==> src/rtl/uart_ip_param.sv <==
// ============================================================================
// Module  : uart_ip_param
// Brief   : Full-duplex UART, compile-time framing, run-time baud divisor,
//           glitch-rejecting receiver with parity/framing error flags.
// Revision: 1.0
// ============================================================================
`timescale 1ns/1ps
`default_nettype none

module uart_ip_param #(
    parameter int DATA_BITS  = 8,
    parameter int PARITY_EN  = 1,
    parameter int PARITY_ODD = 0,
    parameter int STOP_BITS  = 1,
    parameter int DIV_W      = 16
) (
    input  logic                 clock,
    input  logic                 reset,
    input  logic [DIV_W-1:0]     baud_div,
    output logic                 uart_TXD,
    input  logic                 uart_RXD,
    input  logic                 TX_start,
    input  logic [DATA_BITS-1:0] TX_data,
    output logic                 TX_busy,
    output logic                 TX_done,
    output logic [DATA_BITS-1:0] RX_data,
    output logic                 RX_dv,
    output logic                 RX_parity_err,
    output logic                 RX_frame_err
);

    localparam logic       c_PAR_EN    = (PARITY_EN != 0);
    localparam logic       c_PAR_ODD   = (PARITY_ODD != 0);
    localparam logic [2:0] c_LAST_DATA = 3'(DATA_BITS - 1);
    localparam logic [2:0] c_LAST_STOP = 3'(STOP_BITS - 1);

    typedef enum logic [2:0] {
        S_IDLE   = 3'd0,
        S_START  = 3'd1,
        S_DATA   = 3'd2,
        S_PARITY = 3'd3,
        S_STOP   = 3'd4
    } state_t;

    // ---------------------------------------------------------------- TX
    state_t                 r_tx_state, w_tx_next;
    logic [DIV_W-1:0]       r_tx_div, r_tx_cnt;
    logic [DATA_BITS-1:0]   r_tx_shift;
    logic [2:0]             r_tx_idx;
    logic                   r_tx_par, r_txd, r_tx_done;
    logic                   w_tx_bit_end;

    always_comb begin
        w_tx_next    = r_tx_state;
        w_tx_bit_end = (r_tx_cnt == r_tx_div);
        case (r_tx_state)
            S_IDLE:   if (TX_start) w_tx_next = S_START;
            S_START:  if (w_tx_bit_end) w_tx_next = S_DATA;
            S_DATA:   if (w_tx_bit_end && (r_tx_idx == c_LAST_DATA))
                          w_tx_next = c_PAR_EN ? S_PARITY : S_STOP;
            S_PARITY: if (w_tx_bit_end) w_tx_next = S_STOP;
            S_STOP:   if (w_tx_bit_end && (r_tx_idx == c_LAST_STOP))
                          w_tx_next = S_IDLE;
            default:  w_tx_next = S_IDLE;
        endcase
    end

    always_ff @(posedge clock) begin
        if (!reset) r_tx_state <= S_IDLE;
        else        r_tx_state <= w_tx_next;
    end

    // Line level is registered and set up for the state being entered.
    always_ff @(posedge clock) begin
        if (!reset) begin
            r_txd      <= 1'b1;
            r_tx_done  <= 1'b0;
            r_tx_cnt   <= '0;
            r_tx_div   <= '0;
            r_tx_shift <= '0;
            r_tx_idx   <= '0;
            r_tx_par   <= 1'b0;
        end else begin
            r_tx_done <= 1'b0;
            if (r_tx_state == S_IDLE) begin
                if (TX_start) begin
                    r_tx_shift <= TX_data;
                    r_tx_div   <= baud_div;
                    r_tx_par   <= (^TX_data) ^ c_PAR_ODD;
                    r_tx_cnt   <= '0;
                    r_tx_idx   <= '0;
                    r_txd      <= 1'b0;
                end
            end else if (!w_tx_bit_end) begin
                r_tx_cnt <= r_tx_cnt + 1'b1;
            end else begin
                r_tx_cnt <= '0;
                case (w_tx_next)
                    S_DATA: begin
                        if (r_tx_state == S_DATA) begin
                            r_tx_shift <= r_tx_shift >> 1;
                            r_txd      <= r_tx_shift[1];
                            r_tx_idx   <= r_tx_idx + 3'd1;
                        end else begin
                            r_txd <= r_tx_shift[0];
                        end
                    end
                    S_PARITY: r_txd <= r_tx_par;
                    S_STOP: begin
                        r_txd    <= 1'b1;
                        r_tx_idx <= (r_tx_state == S_STOP) ? r_tx_idx + 3'd1 : 3'd0;
                    end
                    S_IDLE: begin
                        r_txd     <= 1'b1;
                        r_tx_done <= 1'b1;
                    end
                    default: r_txd <= 1'b1;
                endcase
            end
        end
    end

    assign uart_TXD = r_txd;
    assign TX_busy  = (r_tx_state != S_IDLE);
    assign TX_done  = r_tx_done;

    // ---------------------------------------------------------------- RX
    state_t                 r_rx_state, w_rx_next;
    logic                   r_rx_s1, r_rx_s2, r_rx_hist;
    logic [DIV_W-1:0]       r_rx_div, r_rx_cnt;
    logic [DATA_BITS-1:0]   r_rx_shift, r_rx_data;
    logic [2:0]             r_rx_idx;
    logic                   r_rx_par, r_rx_perr;
    logic                   r_rx_dv, r_rx_perr_o, r_rx_ferr_o;
    logic                   w_rx_fall, w_rx_tick;

    always_ff @(posedge clock) begin
        if (!reset) begin
            r_rx_s1   <= 1'b1;
            r_rx_s2   <= 1'b1;
            r_rx_hist <= 1'b1;
        end else begin
            r_rx_s1   <= uart_RXD;
            r_rx_s2   <= r_rx_s1;
            r_rx_hist <= r_rx_s2;
        end
    end

    // Start bit is probed half a bit in; every later sample is one full bit on.
    always_comb begin
        w_rx_next = r_rx_state;
        w_rx_fall = r_rx_hist & ~r_rx_s2;
        w_rx_tick = (r_rx_state == S_START) ? (r_rx_cnt == (r_rx_div >> 1))
                                            : (r_rx_cnt == r_rx_div);
        case (r_rx_state)
            S_IDLE:   if (w_rx_fall) w_rx_next = S_START;
            S_START:  if (w_rx_tick) w_rx_next = r_rx_s2 ? S_IDLE : S_DATA;
            S_DATA:   if (w_rx_tick && (r_rx_idx == c_LAST_DATA))
                          w_rx_next = c_PAR_EN ? S_PARITY : S_STOP;
            S_PARITY: if (w_rx_tick) w_rx_next = S_STOP;
            S_STOP:   if (w_rx_tick) w_rx_next = S_IDLE;
            default:  w_rx_next = S_IDLE;
        endcase
    end

    always_ff @(posedge clock) begin
        if (!reset) r_rx_state <= S_IDLE;
        else        r_rx_state <= w_rx_next;
    end

    always_ff @(posedge clock) begin
        if (!reset) begin
            r_rx_div    <= '0;
            r_rx_cnt    <= '0;
            r_rx_shift  <= '0;
            r_rx_data   <= '0;
            r_rx_idx    <= '0;
            r_rx_par    <= 1'b0;
            r_rx_perr   <= 1'b0;
            r_rx_dv     <= 1'b0;
            r_rx_perr_o <= 1'b0;
            r_rx_ferr_o <= 1'b0;
        end else begin
            r_rx_dv <= 1'b0;
            if (r_rx_state == S_IDLE) begin
                if (w_rx_fall) begin
                    r_rx_div  <= baud_div;
                    r_rx_cnt  <= '0;
                    r_rx_idx  <= '0;
                    r_rx_par  <= 1'b0;
                    r_rx_perr <= 1'b0;
                end
            end else if (!w_rx_tick) begin
                r_rx_cnt <= r_rx_cnt + 1'b1;
            end else begin
                r_rx_cnt <= '0;
                case (r_rx_state)
                    S_DATA: begin
                        r_rx_shift <= {r_rx_s2, r_rx_shift[DATA_BITS-1:1]};
                        r_rx_par   <= r_rx_par ^ r_rx_s2;
                        r_rx_idx   <= r_rx_idx + 3'd1;
                    end
                    S_PARITY: r_rx_perr <= r_rx_par ^ r_rx_s2 ^ c_PAR_ODD;
                    S_STOP: begin
                        r_rx_dv     <= 1'b1;
                        r_rx_data   <= r_rx_shift;
                        r_rx_ferr_o <= ~r_rx_s2;
                        r_rx_perr_o <= c_PAR_EN & r_rx_perr;
                    end
                    default: ;
                endcase
            end
        end
    end

    assign RX_data       = r_rx_data;
    assign RX_dv         = r_rx_dv;
    assign RX_parity_err = r_rx_perr_o;
    assign RX_frame_err  = r_rx_ferr_o;

endmodule

`default_nettype wire

==> config.mk <==
export PLATFORM = sky130hd
export DESIGN_NAME = uart_ip_param
export DESIGN_NICKNAME = d
export VERILOG_FILES = /design/src/rtl/uart_ip_param.sv
export SDC_FILE = /design/constraint.sdc
export NUM_CORES = 1
export LEC_CHECK = 0
export BUFFER_PORTS_ARGS = -buffer_cell sky130_fd_sc_hd__buf_2
export CAP_MARGIN = 25
export CORE_UTILIZATION = 25
export DETAILED_ROUTE_END_ITERATION = 16
export PLACE_DENSITY = 0.44
export SLEW_MARGIN = 5
export SYNTH_ARGS = -nofsm -noshare
export SYNTH_HDL_FRONTEND = slang
export SYNTH_SLANG_ARGS = --single-unit
==> constraint.sdc <==
create_clock -name clock -period 2.5 [get_ports clock]
set_input_delay 0.125 -clock clock [delete_from_list [all_inputs] [get_ports clock]]
set_output_delay 0.125 -clock clock [all_outputs]
set_load 0.02 [all_outputs]
==> impl_metrics.prom, run 1 <==
# TYPE chip_impl_metric gauge
chip_impl_info{name="hold_path.class",value="in2reg"} 1
chip_impl_info{name="synth-main-ff-cell",value="dfxtp_1"} 1
chip_impl_metric{name="synth_area_per_cell",unit="um2"} 7.95
chip_impl_info{name="cp-start-kind",value="register"} 1
chip_impl_metric{name="dr.first_iter.drc_count",unit=""} 307
chip_impl_metric{name="timing.clock.skew",unit="ns"} 0.0149
chip_impl_info{name="failing_checks",value="setup timing"} 1
chip_impl_info{name="grt_setup_unrepaired",value="true"} 1
chip_impl_metric{name="cts.sinks",unit=""} 111
chip_impl_metric{name="distinct_cell_type_count_after_synthesis",unit=""} 66
chip_impl_metric{name="timing.critical_path.arrival",unit="ns"} 2.86
chip_impl_info{name="crit_path_end_kind",value="register"} 1
chip_impl_info{name="synth_common_cells",value="nand2_1 (142), dfxtp_1 (111), a21oi_1 (61)"} 1
chip_impl_info{name="timing_worst_setup_path_type",value="reg2reg"} 1
chip_impl_metric{name="n_antenna_cell",unit=""} 0
chip_impl_metric{name="area_share_of_the_leading_cell_type_in_the_synthesized_netlist",unit="%"} 39.9
chip_impl_metric{name="final_antenna_net_count",unit=""} 0
chip_impl_metric{name="synth_sequential_area_ratio",unit="%"} 39.9
chip_impl_metric{name="grtUsageTotal",unit="%"} 14.9
chip_impl_info{name="synthMostInstantiatedCell",value="nand2_1"} 1
chip_impl_metric{name="timing.fmax",unit="GHz"} 0.387
chip_impl_metric{name="stdcell_area",unit="um2"} 7030
chip_impl_metric{name="clkSlewWorstSetupHoldPaths",unit="ns"} 0.07
chip_impl_metric{name="drv_slew",unit=""} 0
chip_impl_metric{name="number_of_remaining_drc_errors",unit=""} 0
chip_impl_info{name="critical-path-top-delay-family",value="simple AND/OR/NAND/NOR gates"} 1
chip_impl_metric{name="coreArea",unit="um2"} 21800
chip_impl_metric{name="maxCapViolCount",unit=""} 0
chip_impl_metric{name="synth_enable_flop_cells",unit=""} 0
chip_impl_metric{name="fraction_of_registers_with_async_set_reset",unit="%"} 0
chip_impl_info{name="synth_area_leader_cell",value="dfxtp_1"} 1
chip_impl_info{name="crit_path_frequent_cell",value="or4_4"} 1
chip_impl_metric{name="syn-cell-area",unit="um2"} 5570
chip_impl_metric{name="die_height",unit="um"} 151
chip_impl_metric{name="power_density",unit="nW/um2"} 599
chip_impl_info{name="slowest_cell_on_the_critical_path",value="or4_4"} 1
chip_impl_metric{name="flop_and_latch_count_out_of_synthesis",unit=""} 111
chip_impl_metric{name="timing.critical_path.buf_inv",unit=""} 1
chip_impl_metric{name="setup_slack_of_the_critical_path_after_layout",unit="ns"} -0.0864
chip_impl_metric{name="final_layout_size_suffix_gt1_share",unit="%"} 21.7
chip_impl_metric{name="finalSetupViolations",unit=""} 11
chip_impl_metric{name="cp.required",unit="ns"} 2.77
chip_impl_metric{name="clkLatencyLatePin",unit="ns"} 0.36
chip_impl_metric{name="grt_antenna_before_repair",unit=""} 0
chip_impl_metric{name="floorplan.initialDensity",unit="%"} 25.5
chip_impl_metric{name="place.gp.congestion",unit=""} 0.898
chip_impl_metric{name="grt_start_max_net_pins",unit=""} 40
chip_impl_metric{name="relSlewSlack",unit="%"} 41.8
chip_impl_metric{name="hold_viol_final",unit=""} 0
chip_impl_metric{name="clock_path_buffers",unit=""} 2
chip_impl_info{name="timing.critical_path.cells",value="nor3b_4 > buf_6 > mux2i_2 > a32oi_1 > nand4_1 > or4_4 > or4_4 > a211oi_2"} 1
chip_impl_metric{name="biggest_cell_delay_along_the_critical_path",unit="ns"} 0.62
chip_impl_metric{name="die_w",unit="um"} 151
chip_impl_metric{name="cts_bufs_inserted",unit=""} 9
chip_impl_metric{name="detailedRoute.firstPassIterationCount",unit=""} 5
chip_impl_info{name="synth.top_cells.by_area",value="dfxtp_1 (40%), nand2_1 (9.6%), a21oi_1 (5.5%)"} 1
chip_impl_metric{name="layout-area-overhead-vs-synth",unit="%"} 26.3
chip_impl_metric{name="p_leak",unit="nW"} 2.68
chip_impl_metric{name="dp_hpwl",unit="um"} 11500
chip_impl_metric{name="whs",unit="ns"} 0.0133
chip_impl_metric{name="post-route-period-util",unit="%"} 103
chip_impl_metric{name="ir_worst_vdd",unit="mV"} 0.296
chip_impl_metric{name="syn-num-nets",unit=""} 735
chip_impl_metric{name="buffer_ports.inserted",unit=""} 41
chip_impl_metric{name="placement_rows",unit=""} 54
chip_impl_metric{name="timing_worst_slew_pin_value",unit="ns"} 0.870
chip_impl_metric{name="design.die.area",unit="um2"} 22900
chip_impl_metric{name="cts_htree_levels",unit=""} 3
chip_impl_metric{name="drt-total-wl",unit="um"} 16100
chip_impl_metric{name="final_nets",unit=""} 818
chip_impl_metric{name="wl_per_cell",unit="um"} 15.0
chip_impl_metric{name="critical_path_peak_fanout",unit=""} 7
chip_impl_info{name="status",value="finished with violations"} 1
chip_impl_metric{name="number_of_global_route_vias_before_repair",unit=""} 4917
chip_impl_metric{name="first_pass_grt_wire_length",unit="um"} 26400
chip_impl_metric{name="grt_overflow_total",unit=""} 0
chip_impl_info{name="cts_root_buf",value="clkbuf_16"} 1
chip_impl_metric{name="setup-tns-final",unit="ns"} -0.245
chip_impl_metric{name="routed_via_density",unit=""} 4.90
chip_impl_metric{name="post_dp_cell_area",unit="um2"} 6480
chip_impl_info{name="tritoncts",value="yes"} 1
chip_impl_metric{name="ys_warn_count",unit=""} 0
chip_impl_metric{name="vias",unit=""} 5237
chip_impl_metric{name="floorplan.io_pins",unit=""} 42
chip_impl_metric{name="finalWorstPathRequiredPeriod",unit="ns"} 2.59
chip_impl_metric{name="postSynthCellCount",unit=""} 700
-- power by group --
| group | internal, W | switching (W) | total (W) | leakage [nW] |
|---|---|---|---|---|
| Clock | 0.000909 | 0.000696 | 0.00160 | 0.160 |
| Combinational | 0.000307 | 0.000423 | 0.000730 | 1.62 |
| Sequential | 0.00183 | 0.0000514 | 0.00188 | 0.903 |
-- cells in the final DEF, fill, tap and decap left out, types with 20 or more instances in the layout --
cell type / Yosys / layout
buf_2: 6 / 41
xnor2_1: 28 / 28
nor2_1: 41 / 39
dfxtp_1: 111 / 108
nand3_1: 23 / 21
buf_4: 0 / 67
a21oi_1: 61 / 61
inv_1: 26 / 25
mux2i_1: 21 / 20
nand2_1: 142 / 140
-- flip-flops by register name (all words and copies together) (netlist names), 3 cells and up --
name and count:
r_tx_cnt 16, r_tx_div 16, RX_data 8, r_rx_div 16, r_rx_idx 3, r_tx_shift 8, r_tx_state 3, r_rx_cnt 16
r_rx_shift 8, r_tx_idx 3, r_rx_state 3
-- logic make-up after synthesis --
kind of cell | Yosys count | synth area share [%]
and+or+nand+nor | 303 | 26.5
AOI/OAI and AO/OA | 151 | 17.6
DFF | 111 | 39.9
buffers and inverters | 74 | 5.39
xor gates and xnor gates | 31 | 4.88
muxes | 23 | 4.18
adders and majority gates | 7 | 1.57
-- final cells by class --
| cell class | count | area [um2] |
|---|---|---|
| flip-flops and latches | 111 | 2230 |
| well taps | 280 | 350 |
| clock inverters | 5 | 78.8 |
| repair buffers | 119 | 853 |
| inverters | 27 | 101 |
| clock buffers | 11 | 243 |
| multi-input cells | 515 | 3170 |
| fillers | 2300 | 14800 |
-- through the flow --
step	std cells	setup slack, ns	total power, W	utilization [%]
after global placement	1046	-0.218	0.00260	29.7
after floorplan	700	-0.108	0.00233	-
after CTS	1065	-0.0907	0.00424	31.5
after global routing	1068	-0.189	0.00442	32.2
after detailed placement	1046	-0.261	0.00260	29.7
final	1068	-0.0864	0.00421	32.2
-- what timing repair did --
item                                    CTS  global route
cloned                                    0             1
hold buffers                              1             0
hold endpoints to repair                  1             0
pin swaps                                 6            10
setup buffers                             2             2
endpoints found under the setup margin   41            45
resized for setup                        12            26
-- worst reg2reg max path, stage by stage (launching register included) --
cell and delay [ns]:
dfxtp_4 0.39, nor3b_4 0.35, buf_6 0.16, mux2i_2 0.07
a32oi_1 0.17, nand4_1 0.14, or4_4 0.62, or4_4 0.44
a211oi_2 0.17
-- path summary, 6_finish.rpt --
| path | start | to | slack (ns) | cells after the start |
|---|---|---|---|---|
| worst min register to register | r_rx_s1 | r_rx_s2 | 0.41 | 1 |
| worst max register to register | r_rx_state[1] | r_rx_state[1] | -0.09 | 8 |
| worst min-delay path | baud_div[11] | r_rx_div[11] | 0.01 | 3 |
| worst max-delay path | r_rx_state[1] | r_rx_state[1] | -0.09 | 8 |
-- per-layer routing --
layer	routed length, um	share of wire [%]	vias up	GRT usage (%)
li1	-	-	2639	-
met1	8130	51	2458	21.0
met2	7040	44	125	22.7
met3	679	4.2	15	2.50
met4	207	1.3	0	4.80
met5	0	0	-	0
Power figures use the tool's default switching activity.
==> run 2: changes to the inputs <==
Settings changed: ABC_AREA set to 1.
==> run 2 against run 1 <==
The flow now finishes without violations. Global-route usage shrank 2.5 points. Synthesized cell count grew 24%. Power increased by 11%. Clock power barely moved. Clock skew decreased by 0.0019 ns. Via count increased by 1.9%. Routed wire length is 11% lower. Critical path depth grew 6. Final cell count is 12% higher. Hold slack improved by 0.00083 ns. Core utilization shrank 2.9 points. Sequential share of layout area grew 1.9 points. Critical endpoint is now r_rx_cnt[12]. Largest cell class unchanged. Largest power group unchanged.
==> impl_metrics.prom, run 2 <==
# TYPE chip_impl_metric gauge
chip_impl_metric{name="placement_rows",unit=""} 55
chip_impl_metric{name="gr-usage-met3",unit="%"} 3.29
chip_impl_metric{name="cts_htree_levels",unit=""} 3
chip_impl_metric{name="hold-path-cell-count",unit=""} 3
chip_impl_metric{name="synth_sequential_area_ratio",unit="%"} 38.8
chip_impl_info{name="synth.top_cells.by_area",value="dfxtp_1 (39%), nand2_1 (16%), inv_1 (7.2%)"} 1
chip_impl_metric{name="syn-cell-area",unit="um2"} 5730
chip_impl_metric{name="dpl.cell_count",unit=""} 1177
chip_impl_info{name="tritoncts",value="yes"} 1
chip_impl_info{name="rr_endpoint",value="r_rx_cnt[12]"} 1
chip_impl_metric{name="hold_viol_final",unit=""} 0
chip_impl_metric{name="synth_area_per_cell",unit="um2"} 6.61
chip_impl_metric{name="post_layout_nonfiller_instances",unit=""} 1197
chip_impl_metric{name="buffer_ports.inserted",unit=""} 41
chip_impl_metric{name="area_share_of_the_leading_cell_type_in_the_synthesized_netlist",unit="%"} 38.8
chip_impl_metric{name="worst_reg2reg_path_depth",unit=""} 14
chip_impl_info{name="synth_area_leader_cell",value="dfxtp_1"} 1
chip_impl_metric{name="multi_input_area",unit="um2"} 2920
chip_impl_metric{name="ys_warn_count",unit=""} 0
chip_impl_metric{name="first_pass_grt_wire_length",unit="um"} 23600
chip_impl_metric{name="floorplan.io_pins",unit=""} 42
chip_impl_metric{name="wl_per_cell",unit="um"} 11.9
chip_impl_metric{name="clkSlewWorstSetupHoldPaths",unit="ns"} 0.08
chip_impl_info{name="cts_root_buf",value="clkbuf_16"} 1
chip_impl_metric{name="critical_path_peak_fanout",unit=""} 18
chip_impl_metric{name="finalWorstPathRequiredPeriod",unit="ns"} 2.30
chip_impl_metric{name="floorplan.initialDensity",unit="%"} 25.4
chip_impl_metric{name="grtUsageTotal",unit="%"} 12.4
chip_impl_info{name="grt_setup_unrepaired",value="true"} 1
chip_impl_metric{name="postSynthCellCount",unit=""} 866
chip_impl_metric{name="met1_layer_usage_reported_by_global_route",unit="%"} 16.1
chip_impl_metric{name="timing.clock.skew",unit="ns"} 0.0131
chip_impl_metric{name="drv_slew",unit=""} 0
chip_impl_metric{name="vias",unit=""} 5336
chip_impl_metric{name="p_leak",unit="nW"} 2.84
chip_impl_info{name="synthMostInstantiatedCell",value="nand2_1"} 1
chip_impl_metric{name="routed_via_density",unit=""} 4.46
chip_impl_metric{name="die_w",unit="um"} 153
chip_impl_metric{name="coreArea",unit="um2"} 22600
chip_impl_metric{name="flop_and_latch_count_out_of_synthesis",unit=""} 111
chip_impl_metric{name="distinct_cell_type_count_after_synthesis",unit=""} 35
chip_impl_metric{name="clkLatencyLatePin",unit="ns"} 0.37
chip_impl_metric{name="final_antenna_net_count",unit=""} 0
chip_impl_metric{name="timing.fmax",unit="GHz"} 0.435
chip_impl_metric{name="whs",unit="ns"} 0.0141
chip_impl_metric{name="grt_overflow_total",unit=""} 0
chip_impl_info{name="synth-main-ff-cell",value="dfxtp_1"} 1
chip_impl_metric{name="dp_hpwl",unit="um"} 10200
chip_impl_metric{name="setup_slack_of_the_critical_path_after_layout",unit="ns"} 0.203
chip_impl_info{name="timing_worst_setup_path_type",value="reg2reg"} 1
chip_impl_metric{name="fraction_of_registers_with_async_set_reset",unit="%"} 0
chip_impl_info{name="layout.cells.most_common",value="nand2_1"} 1
chip_impl_metric{name="final_nets",unit=""} 941
chip_impl_metric{name="dr.first_iter.drc_count",unit=""} 262
chip_impl_info{name="status",value="finished, final reports clean"} 1
chip_impl_metric{name="syn-num-nets",unit=""} 901
chip_impl_info{name="cp-start-kind",value="register"} 1
chip_impl_metric{name="cp.required",unit="ns"} 2.76
chip_impl_metric{name="timing.critical_path.arrival",unit="ns"} 2.55
chip_impl_metric{name="preCtsSetupSlack",unit="ns"} 0.144
chip_impl_metric{name="rrSetupSlack",unit="ns"} 0.20
chip_impl_info{name="synth_common_cells",value="nand2_1 (237), dfxtp_1 (111), inv_1 (110)"} 1
chip_impl_metric{name="grt_use_met2",unit="%"} 20.1
chip_impl_metric{name="layout-area-overhead-vs-synth",unit="%"} 15.4
chip_impl_metric{name="relSlewSlack",unit="%"} 50.0
chip_impl_metric{name="design.die.area",unit="um2"} 23500
chip_impl_metric{name="final-seq-area",unit="um2"} 2220
chip_impl_metric{name="final_util",unit="%"} 29.3
chip_impl_info{name="hold_path.class",value="in2reg"} 1
chip_impl_metric{name="ir_worst_vdd",unit="mV"} 0.320
chip_impl_metric{name="grt_start_max_net_pins",unit=""} 74
chip_impl_metric{name="number_of_global_route_vias_before_repair",unit=""} 5022
chip_impl_metric{name="power",unit="W"} 0.00469
chip_impl_metric{name="synth_enable_flop_cells",unit=""} 0
chip_impl_info{name="grt_max_usage_layer",value="met2"} 1
chip_impl_metric{name="timing_worst_slew_pin_value",unit="ns"} 0.749
chip_impl_info{name="timing.rr.start",value="r_rx_state[2]"} 1
chip_impl_metric{name="post-route-period-util",unit="%"} 91.9
chip_impl_metric{name="power_density",unit="nW/um2"} 709
chip_impl_metric{name="cts_bufs_inserted",unit=""} 9
chip_impl_metric{name="detailedRoute.firstPassIterationCount",unit=""} 4
chip_impl_info{name="min_to",value="r_rx_div[15]"} 1
chip_impl_info{name="worstHoldStart",value="baud_div[15]"} 1
chip_impl_metric{name="maxCapViolCount",unit=""} 0
chip_impl_metric{name="finalSetupViolations",unit=""} 0
chip_impl_metric{name="clock_path_buffers",unit=""} 2
chip_impl_metric{name="die_height",unit="um"} 153
chip_impl_metric{name="place.gp.congestion",unit=""} 0.772
chip_impl_info{name="crit_path_end_kind",value="register"} 1
chip_impl_metric{name="layout.filler_cells",unit=""} 2587
chip_impl_metric{name="number_of_remaining_drc_errors",unit=""} 0
chip_impl_info{name="mostFrequentLayoutCells",value="nand2_1 (237), dfxtp_1 (110), inv_1 (110), nor2_1 (93), o21ai_0 (74)"} 1
chip_impl_metric{name="grt_antenna_before_repair",unit=""} 2
chip_impl_metric{name="drt-total-wl",unit="um"} 14200
chip_impl_metric{name="cts.sinks",unit=""} 111
chip_impl_metric{name="final_layout_size_suffix_gt1_share",unit="%"} 11.1
-- run 2: cell count changes in the layout (fill, tap and decap cells not counted), moves of 11 or more --
| cell | change |
|---|---|
| nand2_1 | +97 |
| inv_1 | +85 |
| o21ai_0 | +62 |
| nor2_1 | +54 |
| buf_4 | -53 |
| xnor2_1 | -22 |
| mux2i_1 | -20 |
| nand3_1 | +17 |
| a21oi_1 | +11 |
| nand2b_1 | -11 |
-- run 2: per-stage QoR --
| stage | setup TNS [ns] | cell area (um2) |
|---|---|---|
| 2_1_floorplan | 0 | 5730 |
| 3_3_place_gp | 0 | 6240 |
| 3_5_place_dp | 0 | 6240 |
| 4_1_cts | 0 | 6580 |
| 5_1_grt | -0.133 | 6610 |
| 6_report | 0 | 6610 |
-- run 2: worst max-delay path by stage --
stage	slack, ns	depth (start not counted)	endpoint	start
after floorplan	0.68	15	RX_data[1]	r_rx_state[0]
after global placement	0.15	13	RX_data[0]	r_rx_state[0]
after detailed placement	0.14	13	RX_data[0]	r_rx_state[0]
after CTS	0.13	13	RX_data[0]	r_rx_state[0]
after global routing	-0.05	13	r_rx_cnt[12]	r_rx_state[2]
final	0.20	14	r_rx_cnt[12]	r_rx_state[2]
-- run 2: metal layers --
metal / vias to the layer above / wire, um
met5: - / 13
met4: 2 / 148
met3: 13 / 570
met2: 63 / 6120
met1: 2413 / 7350
li1: 2845 / -
-- run 2: cell type report --
class / instances / share of cell area [%]
clock inverter: 7 / 1.51
antenna: 1 / 0.0379
multi-input combinational: 611 / 44.2
sequential: 111 / 33.6
clock buffer: 9 / 3.41
inverter: 115 / 6.53
tap: 285 / 5.39
timing repair buffer: 58 / 5.30
-- run 2: logic make-up (layout without fill, tap and decap cells) --
kind of cell	count (synthesis)	in the layout	share of synthesized area [%]
simple gates	405	406	29.5
flops	111	111	38.8
buf+inv	145	189	10.6
xor+xnor	16	16	2.45
fa+ha+maj	7	7	1.53
other cells	0	1	0
compound gates	182	182	17.2
-- run 2: what timing repair did --
item	4_1_cts	5_1_grt
setup endpoints to repair	0	29
hold buffers	2	0
endpoints found under the hold margin	2	0
setup buffers	0	0
gates resized for setup	0	3
-- run 2: worst max-delay path, stage by stage (launching register included) --
cell and delay (ns):
dfxtp_1 0.31, inv_1 0.20, nand3_2 0.35, nand2_1 0.17, o21ai_0 0.10, nand2_1 0.07, nand2_1 0.05, nor2_1 0.09
nand2_1 0.07, nor2_2 0.15, nand2_4 0.10, nand2_4 0.12, inv_1 0.20, o21ai_0 0.13, a21oi_1 0.08
-- run 2: where the power goes --
part	switching (W)	internal [W]	total [W]	leakage (nW)
combinational	0.000738	0.000375	0.00111	1.78
sequential	0.0000940	0.00190	0.00199	0.904
clock	0.000768	0.000815	0.00158	0.158
total	0.00160	0.00309	0.00469	2.84
